===== src/rtl/alu_decode_stage.sv =====
// RV32I decode stage: one-entry valid/ready register producing ALUOp, operand-B select and immediate.
// Define ALU_DECODE_ILLEGAL_EN to report undecodable words on the illegal output (tied to 0 otherwise).
module alu_decode_stage #(
  parameter int          XLEN        = 32,
  parameter logic [31:0] RESET_INSTR = 32'h0000_0013
) (
  input  logic            clk,
  input  logic            rst,
  input  logic            in_valid,
  output logic            in_ready,
  input  logic [31:0]     instr,
  input  logic            flush,
  output logic            out_valid,
  input  logic            out_ready,
  output logic [3:0]      ALUOp,
  output logic            alu_src_imm,
  output logic [XLEN-1:0] imm,
  output logic            illegal
);

  localparam logic [3:0] OP_ADD = 4'b0000, OP_SUB = 4'b0001, OP_AND = 4'b0010,
                         OP_OR  = 4'b0011, OP_XOR = 4'b0100, OP_SLL = 4'b0101,
                         OP_SRL = 4'b0110, OP_SRA = 4'b0111, OP_SLT = 4'b1000,
                         OP_SLTU = 4'b1001;

  localparam logic [6:0] OPC_R = 7'b0110011, OPC_I = 7'b0010011, OPC_LOAD = 7'b0000011,
                         OPC_JALR = 7'b1100111, OPC_STORE = 7'b0100011, OPC_BR = 7'b1100011,
                         OPC_LUI = 7'b0110111, OPC_AUIPC = 7'b0010111, OPC_JAL = 7'b1101111;

  localparam logic [6:0] F7_BASE = 7'b0000000, F7_ALT = 7'b0100000;

  function automatic logic [3:0] alu_fn(input logic [2:0] f3, input logic alt);
    case (f3)
      3'b000:  alu_fn = alt ? OP_SUB : OP_ADD;
      3'b001:  alu_fn = OP_SLL;
      3'b010:  alu_fn = OP_SLT;
      3'b011:  alu_fn = OP_SLTU;
      3'b100:  alu_fn = OP_XOR;
      3'b101:  alu_fn = alt ? OP_SRA : OP_SRL;
      3'b110:  alu_fn = OP_OR;
      default: alu_fn = OP_AND;
    endcase
  endfunction

  logic [31:0]     instr_q;
  logic            loaded_q;
  logic            out_valid_q, out_valid_d;
  logic            accept;

  logic [3:0]      dec_op;
  logic            dec_src;
  logic [XLEN-1:0] dec_imm;
  logic            dec_ill;

  logic [6:0] opc, f7;
  logic [2:0] f3;
  logic [XLEN-1:0] imm_i, imm_s, imm_b, imm_u, imm_j;

  assign in_ready = !out_valid_q || out_ready;
  assign accept   = in_valid && in_ready;

  always_comb begin
    out_valid_d = out_valid_q;
    if (flush)          out_valid_d = 1'b0;
    else if (accept)    out_valid_d = 1'b1;
    else if (out_ready) out_valid_d = 1'b0;
  end

  // The held word is re-decoded from instr_q, so nothing combinational reaches the outputs from instr.
  always_ff @(posedge clk or posedge rst) begin
    if (rst) begin
      instr_q     <= RESET_INSTR;
      loaded_q    <= 1'b0;
      out_valid_q <= 1'b0;
    end else begin
      out_valid_q <= out_valid_d;
      if (accept && !flush) begin
        instr_q  <= instr;
        loaded_q <= 1'b1;
      end
    end
  end

  assign opc   = instr_q[6:0];
  assign f3    = instr_q[14:12];
  assign f7    = instr_q[31:25];
  assign imm_i = {{20{instr_q[31]}}, instr_q[31:20]};
  assign imm_s = {{20{instr_q[31]}}, instr_q[31:25], instr_q[11:7]};
  assign imm_b = {{19{instr_q[31]}}, instr_q[31], instr_q[7], instr_q[30:25], instr_q[11:8], 1'b0};
  assign imm_u = {instr_q[31:12], 12'b0};
  assign imm_j = {{11{instr_q[31]}}, instr_q[31], instr_q[19:12], instr_q[20], instr_q[30:21], 1'b0};

  always_comb begin
    dec_op  = OP_ADD;
    dec_src = 1'b0;
    dec_imm = '0;
    dec_ill = 1'b0;
    case (opc)
      OPC_R: begin
        dec_op  = alu_fn(f3, instr_q[30]);
        dec_ill = !((f7 == F7_BASE) || ((f7 == F7_ALT) && (f3 == 3'b000 || f3 == 3'b101)));
      end
      OPC_I: begin
        dec_op  = alu_fn(f3, (f3 == 3'b101) && instr_q[30]);
        dec_src = 1'b1;
        dec_imm = imm_i;
        if (f3 == 3'b001) dec_ill = (f7 != F7_BASE);
        if (f3 == 3'b101) dec_ill = (f7 != F7_BASE) && (f7 != F7_ALT);
      end
      OPC_LOAD, OPC_JALR: begin
        dec_src = 1'b1;
        dec_imm = imm_i;
        dec_ill = (opc == OPC_JALR) && (f3 != 3'b000);
      end
      OPC_STORE: begin
        dec_src = 1'b1;
        dec_imm = imm_s;
      end
      OPC_BR: begin
        dec_imm = imm_b;
        case (f3[2:1])
          2'b00:   dec_op = OP_SUB;
          2'b10:   dec_op = OP_SLT;
          2'b11:   dec_op = OP_SLTU;
          default: dec_ill = 1'b1;
        endcase
      end
      OPC_LUI, OPC_AUIPC: begin
        dec_src = 1'b1;
        dec_imm = imm_u;
      end
      OPC_JAL: begin
        dec_src = 1'b1;
        dec_imm = imm_j;
      end
      default: dec_ill = 1'b1;
    endcase
    if (dec_ill) begin
      dec_op  = OP_ADD;
      dec_src = 1'b0;
      dec_imm = '0;
    end
  end

  assign out_valid   = out_valid_q;
  assign ALUOp       = loaded_q ? dec_op : OP_ADD;
  assign alu_src_imm = loaded_q && dec_src;
  assign imm         = loaded_q ? dec_imm : '0;

`ifdef ALU_DECODE_ILLEGAL_EN
  assign illegal = loaded_q && out_valid_q && dec_ill;
`else
  assign illegal = 1'b0;
`endif

endmodule


===== config.mk =====
export PLATFORM = sky130hd
export DESIGN_NAME = alu_decode_stage
export DESIGN_NICKNAME = d
export VERILOG_FILES = /design/src/rtl/alu_decode_stage.sv
export SDC_FILE = /design/constraint.sdc
export NUM_CORES = 1
export LEC_CHECK = 0
export CORE_MARGIN = 2
export CORE_UTILIZATION = 36
export CTS_CLUSTER_SIZE = 10
export DETAILED_ROUTE_END_ITERATION = 7
export GPL_TIMING_DRIVEN = 0
export PLACE_DENSITY = 0.76
export SLEW_MARGIN = 20
export SYNTH_ARGS = -nofsm -noshare
export SYNTH_HDL_FRONTEND = slang
export SYNTH_SLANG_ARGS = --single-unit

===== constraint.sdc =====
create_clock -name clk -period 2.9 [get_ports clk]
set_input_delay 0.435 -clock clk [delete_from_list [all_inputs] [get_ports clk]]
set_output_delay 0.435 -clock clk [all_outputs]
set_load 0.05 [all_outputs]

==> results.py, run 1 <==
metrics = {
    "run_status": {
        "status": "finished, final reports clean",
    },
    "sta": {
        "max_clock_freq_mhz": 348,
        "holdWs_ns": 0.519,
        "fin_crit_sh_pct": 99.2,
        "layout_min_cycle_time_ns": 2.88,
        "finalSetupViolCount": 0,
        "slew_headroom_pct": 52.4,
        "rsz0062_at_grt": "true",
        "hold_violations": 0,
        "slew_viol_final": 0,
        "skew_ns": 0.00397,
        "worst_pin_slew_ns": 0.713,
    },
    "synthesis": {
        "ys_seq_area_share_pct": 37.8,
        "syn-num-nets": 277,
        "synthFlopType": "dfrtp_1",
        "synth_compound_area_share_pct": 16.3,
        "synth_edf_count": 0,
        "synth_top_family_by_area": "simple AND/OR/NAND/NOR gates",
        "synth_common_cells": "nand2_1, dfrtp_1, mux2_2",
        "avgSynthCellArea_um2": 9.63,
        "synth_top_cell_by_area": "dfrtp_1",
        "synth-simple-area-share_pct": 22.2,
        "yosys-top-cells-area": "dfrtp_1, mux2_2, nand2_1, a21oi_2, dfstp_2",
        "synth.top_cell.area_share_pct": 34.3,
        "synth_xor_area_share_pct": 0.387,
        "synthMuxAreaShare_pct": 14.4,
        "async_flop_share_pct": 100,
        "syn_area_um2": 2260,
        "ys_seq_elements": 34,
        "synth_cells": 235,
        "yosysMostFrequentCell": "nand2_1",
        "synth-adder-area-share_pct": 2.77,
        "synth_cell_types": 44,
        "ys_warn_count": 0,
    },
    "min_path": {
        "holdCritPathClass": "reg -> reg",
        "hp-start": "instr_q[9]$_DFFE_PP0P_",
        "hold_end": "instr_q[9]$_DFFE_PP0P_",
        "hold_path_depth": 1,
    },
    "cts": {
        "cts_tree": "yes",
        "cts_sinks": 34,
        "ctsHtreeMaxLevel": 2,
        "numCtsBuffers": 5,
        "path_clk_slew_ns": 0.07,
        "cts_root_buf": "clkbuf_8",
        "insertion_delay_ns": 0.29,
        "cts_buffer_depth": 2,
        "ctsHoldBuffers": 0,
    },
    "routing": {
        "final_antenna_net_count": 0,
        "drt-total-wl_um": 6380,
        "first_pass_iters": 4,
        "wire_per_inst_um": 16.1,
        "num_vias": 2115,
        "via_per_inst": 5.33,
        "drc": 0,
        "drtIter0Drc": 120,
    },
    "floorplan": {
        "core_region_area_um2": 5990,
        "die_h_um": 83.3,
        "rows": 28,
        "die_w_um": 83.3,
        "ioPinCount": 77,
        "start_util_pct": 37.8,
        "dieArea_um2": 6930,
    },
    "pwr": {
        "vdd_drop_max_uv": 234,
        "power.leakage_nw": 1.35,
        "power.density_nw_per_um2": 424,
        "power.total_mw": 1.48,
    },
    "cells_and_area": {
        "post_route_cells_drive_above_1_share_pct": 41.3,
        "fin_nets": 364,
        "fill_cells": 511,
        "syn2layout_area_growth_pct": 54.7,
        "diodes": 0,
    },
    "critical_path": {
        "required_ns": 2.47,
        "crit_family": "simple AND/OR/NAND/NOR gates",
        "path_class": "reg -> out",
        "path_cells": "and3b_1 -> buf_6 -> nor4b_4 -> a311oi_4 -> nand3_4 -> clkbuf_16 -> nor2_2 -> buf_6",
        "path_buf_inv": 3,
        "critPathMaxFanout": 7,
        "cpPeakStageDelay_ns": 0.58,
        "cp-start-kind": "flip-flop",
        "end_kind": "primary output",
        "cp_slowest_cell": "dfstp_2",
        "regToRegStartpoint": "out_valid$_DFFE_PP0P_",
        "r2r_slack_ns": 0.90,
        "reg2regPathDepth": 5,
        "critPathMostFrequentCell": "buf_6",
        "critPathArrivalTime_ns": 2.44,
        "timing.rr.end": "instr_q[18]$_DFFE_PP0P_",
    },
    "global_routing": {
        "grt_start_max_net_pins": 35,
        "antenna_found_initial": 0,
        "first_global_vias": 2167,
        "overflow": 0,
        "grt_pass1_wl_um": 10100,
        "grt_usage_pct": 17.9,
    },
    "run": {
        "cap_violations": 0,
    },
    "place": {
        "gp_congestion": 0.816,
        "dp_hpwl_um": 4630,
        "numPortBuffers": 75,
    },
}
## cells in the final DEF, fill, tap and decap left out, types with 3 or more instances in the layout
master           count
a21oi_1              7
a21oi_2              6
a21oi_4             13
a22oi_1              5
and2_1               6
and3_1               3
buf_2                5
buf_4               11
buf_6               26
buf_8                6
clkbuf_1             3
clkbuf_2             3
clkbuf_4             3
clkbuf_8             5
clkdlybuf4s50_1     38
dfrtp_1             31
dfstp_2              3
ha_1                 5
inv_1                4
mux2_2              29
nand2_1             36
nand2b_1             3
nand3_1              5
nor2_1               7
nor2_2               5
nor2_4               3
nor2b_1              4
nor3b_1              3
o21ai_0              8
## worst max path at each step
stage	start	to	slack, ns	depth (start not counted)
6_report	instr_q[4]$_DFFE_PP1P_	imm[0]	0.02	8
5_1_grt	instr_q[4]$_DFFE_PP1P_	imm[0]	-0.07	8
4_1_cts	instr_q[25]$_DFFE_PP0P_	imm[19]	0.05	7
3_5_place_dp	instr_q[14]$_DFFE_PP0P_	imm[17]	-0.46	10
3_3_place_gp	instr_q[14]$_DFFE_PP0P_	imm[19]	-0.40	10
2_1_floorplan	instr_q[14]$_DFFE_PP0P_	imm[17]	-0.03	9
## registers in the layout (all words and copies together) (netlist names)
signal,flops
instr_q,32
loaded_q,1
out_valid,1
## per-layer routing
metal / vias up / GRT usage, % / wire [um]
li1: 996 / - / -
met1: 1041 / 21.3 / 2540
met2: 66 / 31.7 / 3360
met3: 12 / 3.98 / 368
met4: 0 / 5.81 / 104
met5: - / 0 / 0
## where the power goes
part	internal [mW]	switching [mW]	total [mW]	leakage, nW
clock	0.165	0.166	0.331	0.0383
combinational	0.244	0.277	0.521	0.918
sequential	0.556	0.0742	0.631	0.396
total	0.966	0.516	1.48	1.35
## repair_timing
action                                  4_1_cts  5_1_grt
resized for setup                           206      102
buffers inserted                              1        3
pin swaps                                     3        4
endpoints found under the setup margin       37       37
gates cloned                                  0        2
## kinds of logic (layout without fill, tap and decap cells)
kind of cell	count (synthesis)	after routing
AND/OR/NAND/NOR	90	90
AO/OA/AOI/OAI	51	51
flip-flops	34	34
multiplexers	29	29
buffers and inverters	24	111
adder cells (fa/ha/maj)	5	5
other	1	1
XOR/XNOR	1	1
## final cells by class
class,count,area [um2],share of cell area [%]
Tap cell,75,93.8,2.68
Multi-Input combinational cell,177,1470,42.0
Timing Repair Buffer,81,861,24.6
Inverter,6,22.5,0.644
Sequential cell,34,855,24.4
Buffer,17,123,3.50
Clock buffer,7,76.3,2.18
## per-stage QoR
stage          utilization [%]  std cells  setup TNS [ns]  setup WS [ns]  cell area [um2]
4_1_cts                   51.5        392               0         0.0485             3090
5_1_grt                   58.4        397           -1.10        -0.0690             3500
3_5_place_dp              51.9        385          -14.22         -0.456             3110
2_1_floorplan                -        235         -0.0969        -0.0323             2260
3_3_place_gp              51.9        385          -12.66         -0.403             3110
6_report                  58.4        397               0         0.0240             3500
Note: power is estimated with default switching activity, not from simulation.
==> inputs of run 2 (changes only) <==
--- a/config.mk
+++ b/config.mk
@@ -5,7 +5,6 @@
 export SDC_FILE = /design/constraint.sdc
 export NUM_CORES = 1
 export LEC_CHECK = 0
-export CORE_MARGIN = 2
 export CORE_UTILIZATION = 36
 export CTS_CLUSTER_SIZE = 10
 export DETAILED_ROUTE_END_ITERATION = 7
==> results.py, run 2 (synthesis results as in run 1) <==
metrics = {
    "sta": {
        "worst_pin_slew_ns": 0.712,
        "hold_violations": 0,
        "slew_viol_final": 0,
        "max_clock_freq_mhz": 341,
        "slew_headroom_pct": 52.5,
        "fin_crit_sh_pct": 101,
        "finalSetupViolCount": 8,
        "skew_ns": 0.00332,
        "post-route-worst-setup-slack_ns": -0.0320,
        "final.setup.tns_ns": -0.158,
        "rsz0062_at_grt": "true",
        "layout_min_cycle_time_ns": 2.93,
    },
    "cells_and_area": {
        "fin_area_um2": 3400,
        "largest_register": "instr_q",
        "post-route-util_pct": 56.8,
        "mostFrequentLayoutCells": "clkdlybuf4s50_1, nand2_1, dfrtp_1",
        "fin_nets": 366,
        "post_route_cells_drive_above_1_share_pct": 39.7,
        "regArea_um2": 855,
        "fill_cells": 520,
        "diodes": 0,
        "largest_reg_flops": 32,
        "layout_commonest_cell": "clkdlybuf4s50_1",
        "multi_input_area_um2": 1400,
        "syn2layout_area_growth_pct": 50.4,
    },
    "routing": {
        "drt-total-wl_um": 6100,
        "via_per_inst": 5.27,
        "drtIter0Drc": 138,
        "final_antenna_net_count": 0,
        "num_vias": 2108,
        "drc": 0,
        "first_pass_iters": 4,
        "wire_per_inst_um": 15.2,
    },
    "run_status": {
        "status": "finished with violations",
        "violations": "negative setup slack",
    },
    "cts": {
        "path_clk_slew_ns": 0.07,
        "insertion_delay_ns": 0.29,
        "cts_sinks": 34,
        "ctsHtreeMaxLevel": 2,
        "numCtsBuffers": 5,
        "cts_root_buf": "clkbuf_8",
        "cts_buffer_depth": 2,
        "cts_tree": "yes",
        "ctsHoldBuffers": 0,
    },
    "run": {
        "cap_violations": 0,
    },
    "place": {
        "gp_congestion": 0.839,
        "place_ws_ns": -0.438,
        "numPortBuffers": 75,
        "dp_hpwl_um": 4480,
        "dpl-instance-area_um2": 3110,
    },
    "pwr": {
        "power.total_mw": 1.51,
        "power.density_nw_per_um2": 445,
        "power.leakage_nw": 1.34,
        "vdd_drop_max_uv": 276,
    },
    "global_routing": {
        "grt_pass1_wl_um": 9270,
        "antenna_found_initial": 0,
        "first_global_vias": 1944,
        "overflow": 0,
        "grt_usage_pct": 18.6,
        "grt_start_max_net_pins": 35,
    },
    "critical_path": {
        "critPathMostFrequentCell": "buf_6",
        "critPathMaxFanout": 10,
        "regToRegStartpoint": "out_valid$_DFFE_PP0P_",
        "required_ns": 2.47,
        "path_class": "reg -> out",
        "critPathLaunch": "instr_q[14]$_DFFE_PP0P_",
        "cpPeakStageDelay_ns": 0.41,
        "cp-start-kind": "flip-flop",
        "end_kind": "primary output",
        "critPathArrivalTime_ns": 2.50,
        "cp_slowest_cell": "dfrtp_1",
        "path_cells": "buf_6 -> clkinvlp_4 -> ha_2 -> nor2_4 -> nor4b_4 -> a311oi_4 -> buf_6 -> nand3_4 -> buf_6 -> nor2_1 -> buf_6",
    },
    "min_path": {
        "holdCritPathClass": "reg -> reg",
        "hp-start": "instr_q[17]$_DFFE_PP0P_",
    },
    "floorplan": {
        "die_h_um": 81.3,
        "start_util_pct": 37.8,
        "core_region_area_um2": 5990,
        "die_w_um": 81.3,
        "rows": 28,
        "ioPinCount": 77,
        "dieArea_um2": 6600,
    },
}
## run 2: changes by cell type in the layout (fill, tap and decap cells not counted), sizes merged
cell	delta
buf	-1
clkinv	+1
clkbuf	+2
nand3	+1
clkinvlp	+1
inv	-1
## run 2: timing repair
action / in CTS / in global routing
setup buffers: 0 / 6
pin swaps: 2 / 2
setup endpoints to repair: 37 / 37
gates resized for setup: 200 / 64
gates cloned: 0 / 2
## run 2: cell type report
type                            count  area share, %
Tap cell                           75           2.76
Buffer                             17           3.57
Timing Repair Buffer               82           23.9
Multi-Input combinational cell    178           41.2
Inverter                            6          0.772
Sequential cell                    34           25.1
Clock inverter                      1          0.147
Clock buffer                        7           2.54
## run 2: final timing paths
path	slack [ns]	to	depth (start not counted)
hold reg to reg	0.52	instr_q[17]$_DFFE_PP0P_	1
hold / removal	0.52	instr_q[17]$_DFFE_PP0P_	1
min in group asynchronous	0.58	instr_q[7]$_DFFE_PP0P_	2
setup / recovery	-0.03	imm[3]	11
max in group asynchronous	1.86	instr_q[30]$_DFFE_PP0P_	2
setup reg to reg	0.92	instr_q[19]$_DFFE_PP0P_	5
## run 2: layer usage
layer  track usage [%]  wire [um]  vias up
li1                  -          -     1005
met1              23.4       2560     1018
met2              30.8       3050       75
met3              4.83        387       10
met4              6.07        106        0
met5                 0          0        -
## run 2: worst max-delay path, delay by kind of cell (launching register included)
kind / cells / cell delay (ns)
AO/OA/AOI/OAI: 1 / 0.28
adder cells (fa/ha/maj): 1 / 0.21
buffers and inverters: 5 / 0.82
flip-flops: 1 / 0.41
AND/OR/NAND/NOR: 4 / 0.49
## run 2: metrics by stage
stage          cells  hold WS [ns]
6_report         400         0.516
5_1_grt          400         0.532
4_1_cts          392         0.514
3_5_place_dp     385         0.497
3_3_place_gp     385         0.490
2_1_floorplan    235         0.462
## run 2: report_power, final
part	internal (mW)	leakage (nW)	total (mW)	switching (mW)
Sequential	0.556	0.396	0.628	0.0715
Clock	0.192	0.0482	0.371	0.179
Combinational	0.248	0.901	0.516	0.268
==> inputs of run 3 (changes only) <==
--- a/config.mk
+++ b/config.mk
@@ -8,6 +8,7 @@
 export CORE_UTILIZATION = 36
 export CTS_CLUSTER_SIZE = 10
 export DETAILED_ROUTE_END_ITERATION = 7
+export GPL_ROUTABILITY_DRIVEN = 0
 export GPL_TIMING_DRIVEN = 0
 export PLACE_DENSITY = 0.76
 export SLEW_MARGIN = 20
==> results.py, run 3 (synthesis results as in run 1) <==
metrics = {
    "global_routing": {
        "grt_start_max_net_pins": 35,
        "grt_usage_pct": 18.8,
        "grt_pass1_wl_um": 9470,
        "antenna_found_initial": 0,
        "first_global_vias": 2007,
        "overflow": 0,
    },
    "run_status": {
        "status": "finished, final reports clean",
    },
    "pwr": {
        "clkPwrFrac_pct": 27.8,
        "p_int_mw": 1.05,
        "power.density_nw_per_um2": 472,
        "seqPwrFrac_pct": 40.1,
        "power.total_mw": 1.57,
        "power_switching_mw": 0.521,
        "comb_power_share_pct": 32.1,
        "p_sw_share_pct": 33.2,
        "vdd_drop_max_uv": 308,
        "power.leakage_nw": 1.33,
    },
    "routing": {
        "via_per_inst": 5.22,
        "drt-total-wl_um": 6200,
        "first_pass_iters": 4,
        "num_vias": 2084,
        "final_antenna_net_count": 0,
        "wire_per_inst_um": 15.5,
        "drtIter0Drc": 137,
        "drc": 0,
    },
    "critical_path": {
        "r2r_slack_ns": 0.93,
        "regToRegStartpoint": "out_valid$_DFFE_PP0P_",
        "reg2regPathDepth": 5,
        "path_class": "reg -> out",
        "required_ns": 2.47,
        "critPathLaunch": "instr_q[14]$_DFFE_PP0P_",
        "end_kind": "primary output",
        "critPathMaxFanout": 10,
        "cp-start-kind": "flip-flop",
        "timing.rr.end": "instr_q[19]$_DFFE_PP0P_",
        "critPathArrivalTime_ns": 2.39,
    },
    "floorplan": {
        "dieArea_um2": 6600,
        "die_w_um": 81.3,
        "core_region_area_um2": 5990,
        "die_h_um": 81.3,
        "rows": 28,
        "ioPinCount": 77,
        "start_util_pct": 37.8,
    },
    "min_path": {
        "hold_end": "instr_q[16]$_DFFE_PP0P_",
        "holdCritPathClass": "reg -> reg",
        "hp-start": "instr_q[16]$_DFFE_PP0P_",
        "hold_path_depth": 1,
    },
    "sta": {
        "hold_violations": 0,
        "final.setup.tns_ns": 0,
        "fin_crit_sh_pct": 97.3,
        "skew_ns": 0.00639,
        "finalSetupViolCount": 0,
        "rsz0062_at_grt": "true",
        "layout_min_cycle_time_ns": 2.82,
        "post-route-worst-setup-slack_ns": 0.0796,
        "slew_headroom_pct": 51.9,
        "slew_viol_final": 0,
        "max_clock_freq_mhz": 355,
        "worst_pin_slew_ns": 0.721,
    },
    "cts": {
        "numCtsBuffers": 5,
        "insertion_delay_ns": 0.29,
        "cts_tree": "yes",
        "path_clk_slew_ns": 0.08,
        "cts_sinks": 34,
        "ctsHtreeMaxLevel": 2,
        "cts_buffer_depth": 2,
        "cts_root_buf": "clkbuf_8",
        "ctsHoldBuffers": 0,
    },
    "run": {
        "cap_violations": 0,
    },
    "cells_and_area": {
        "diodes": 0,
        "post_route_cells_drive_above_1_share_pct": 40.7,
        "instances_no_fill": 399,
        "layout_commonest_cell": "clkdlybuf4s50_1",
        "syn2layout_area_growth_pct": 47.0,
        "largest_register": "instr_q",
        "fill_cells": 543,
        "fin_nets": 365,
        "largest_reg_flops": 32,
        "mostFrequentLayoutCells": "clkdlybuf4s50_1, nand2_1, dfrtp_1",
    },
    "place": {
        "placed_cells": 385,
        "numPortBuffers": 75,
        "place_ws_ns": -0.425,
        "dp_hpwl_um": 4460,
    },
}
## run 3: worst max path at each step
stage                    to  slack (ns)
global route         imm[2]       -0.04
global placement    imm[18]       -0.41
detailed placement  imm[18]       -0.42
floorplan           imm[17]       -0.03
finish               imm[1]        0.08
CTS                 imm[18]        0.02
## run 3: cell type report
cell class                      instances  area [um2]  area share (%)
Multi-Input combinational cell        178        1360            41.0
Sequential cell                        34         856            25.7
Timing Repair Buffer                   82         766            23.0
Buffer                                 16         111            3.35
Tap cell                               75        93.8            2.82
Clock buffer                            5        68.8            2.07
Clock inverter                          3        40.0            1.20
Inverter                                6        26.3           0.790
## run 3: routing by layer
metal	global-route usage, %	share of wire (%)
met1	23.4	42
met5	0	0
met3	4.16	5.6
met2	32.2	50
met4	5.71	1.9
## run 3: power groups by stage
stage          clock network, mW  logic, mW  registers (mW)
3_5_place_dp                   0      0.454           0.634
2_1_floorplan                  0      0.325           0.614
4_1_cts                    0.443      0.458           0.624
5_1_grt                    0.466      0.545           0.639
6_report                   0.436      0.503           0.630
3_3_place_gp                   0      0.443           0.630
## run 3: worst max-delay path, cell delays in order (launching register included)
cell and delay, ns:
dfrtp_1 0.40, buf_6 0.13, buf_6 0.13, nor4b_4 0.25, nor4b_4 0.09, a311oi_4 0.33, nand3_4 0.20, buf_6 0.21
nor2_1 0.16, buf_6 0.18
## run 3: timing repair
item / in CTS / in global routing
cloned: 0 / 2
resized for setup: 201 / 56
setup buffers: 1 / 5
pin swaps: 2 / 4
setup endpoints to repair: 37 / 37
## run 3: through the flow
| step | area (um2) | hold slack (ns) | util [%] |
|---|---|---|---|
| finish | 3320 | 0.510 | 55.5 |
| detailed placement | 3110 | 0.499 | 51.9 |
| CTS | 3120 | 0.516 | 52.1 |
| floorplan | 2260 | 0.462 | - |
| global placement | 3110 | 0.489 | 51.9 |
| global route | 3320 | 0.530 | 55.5 |
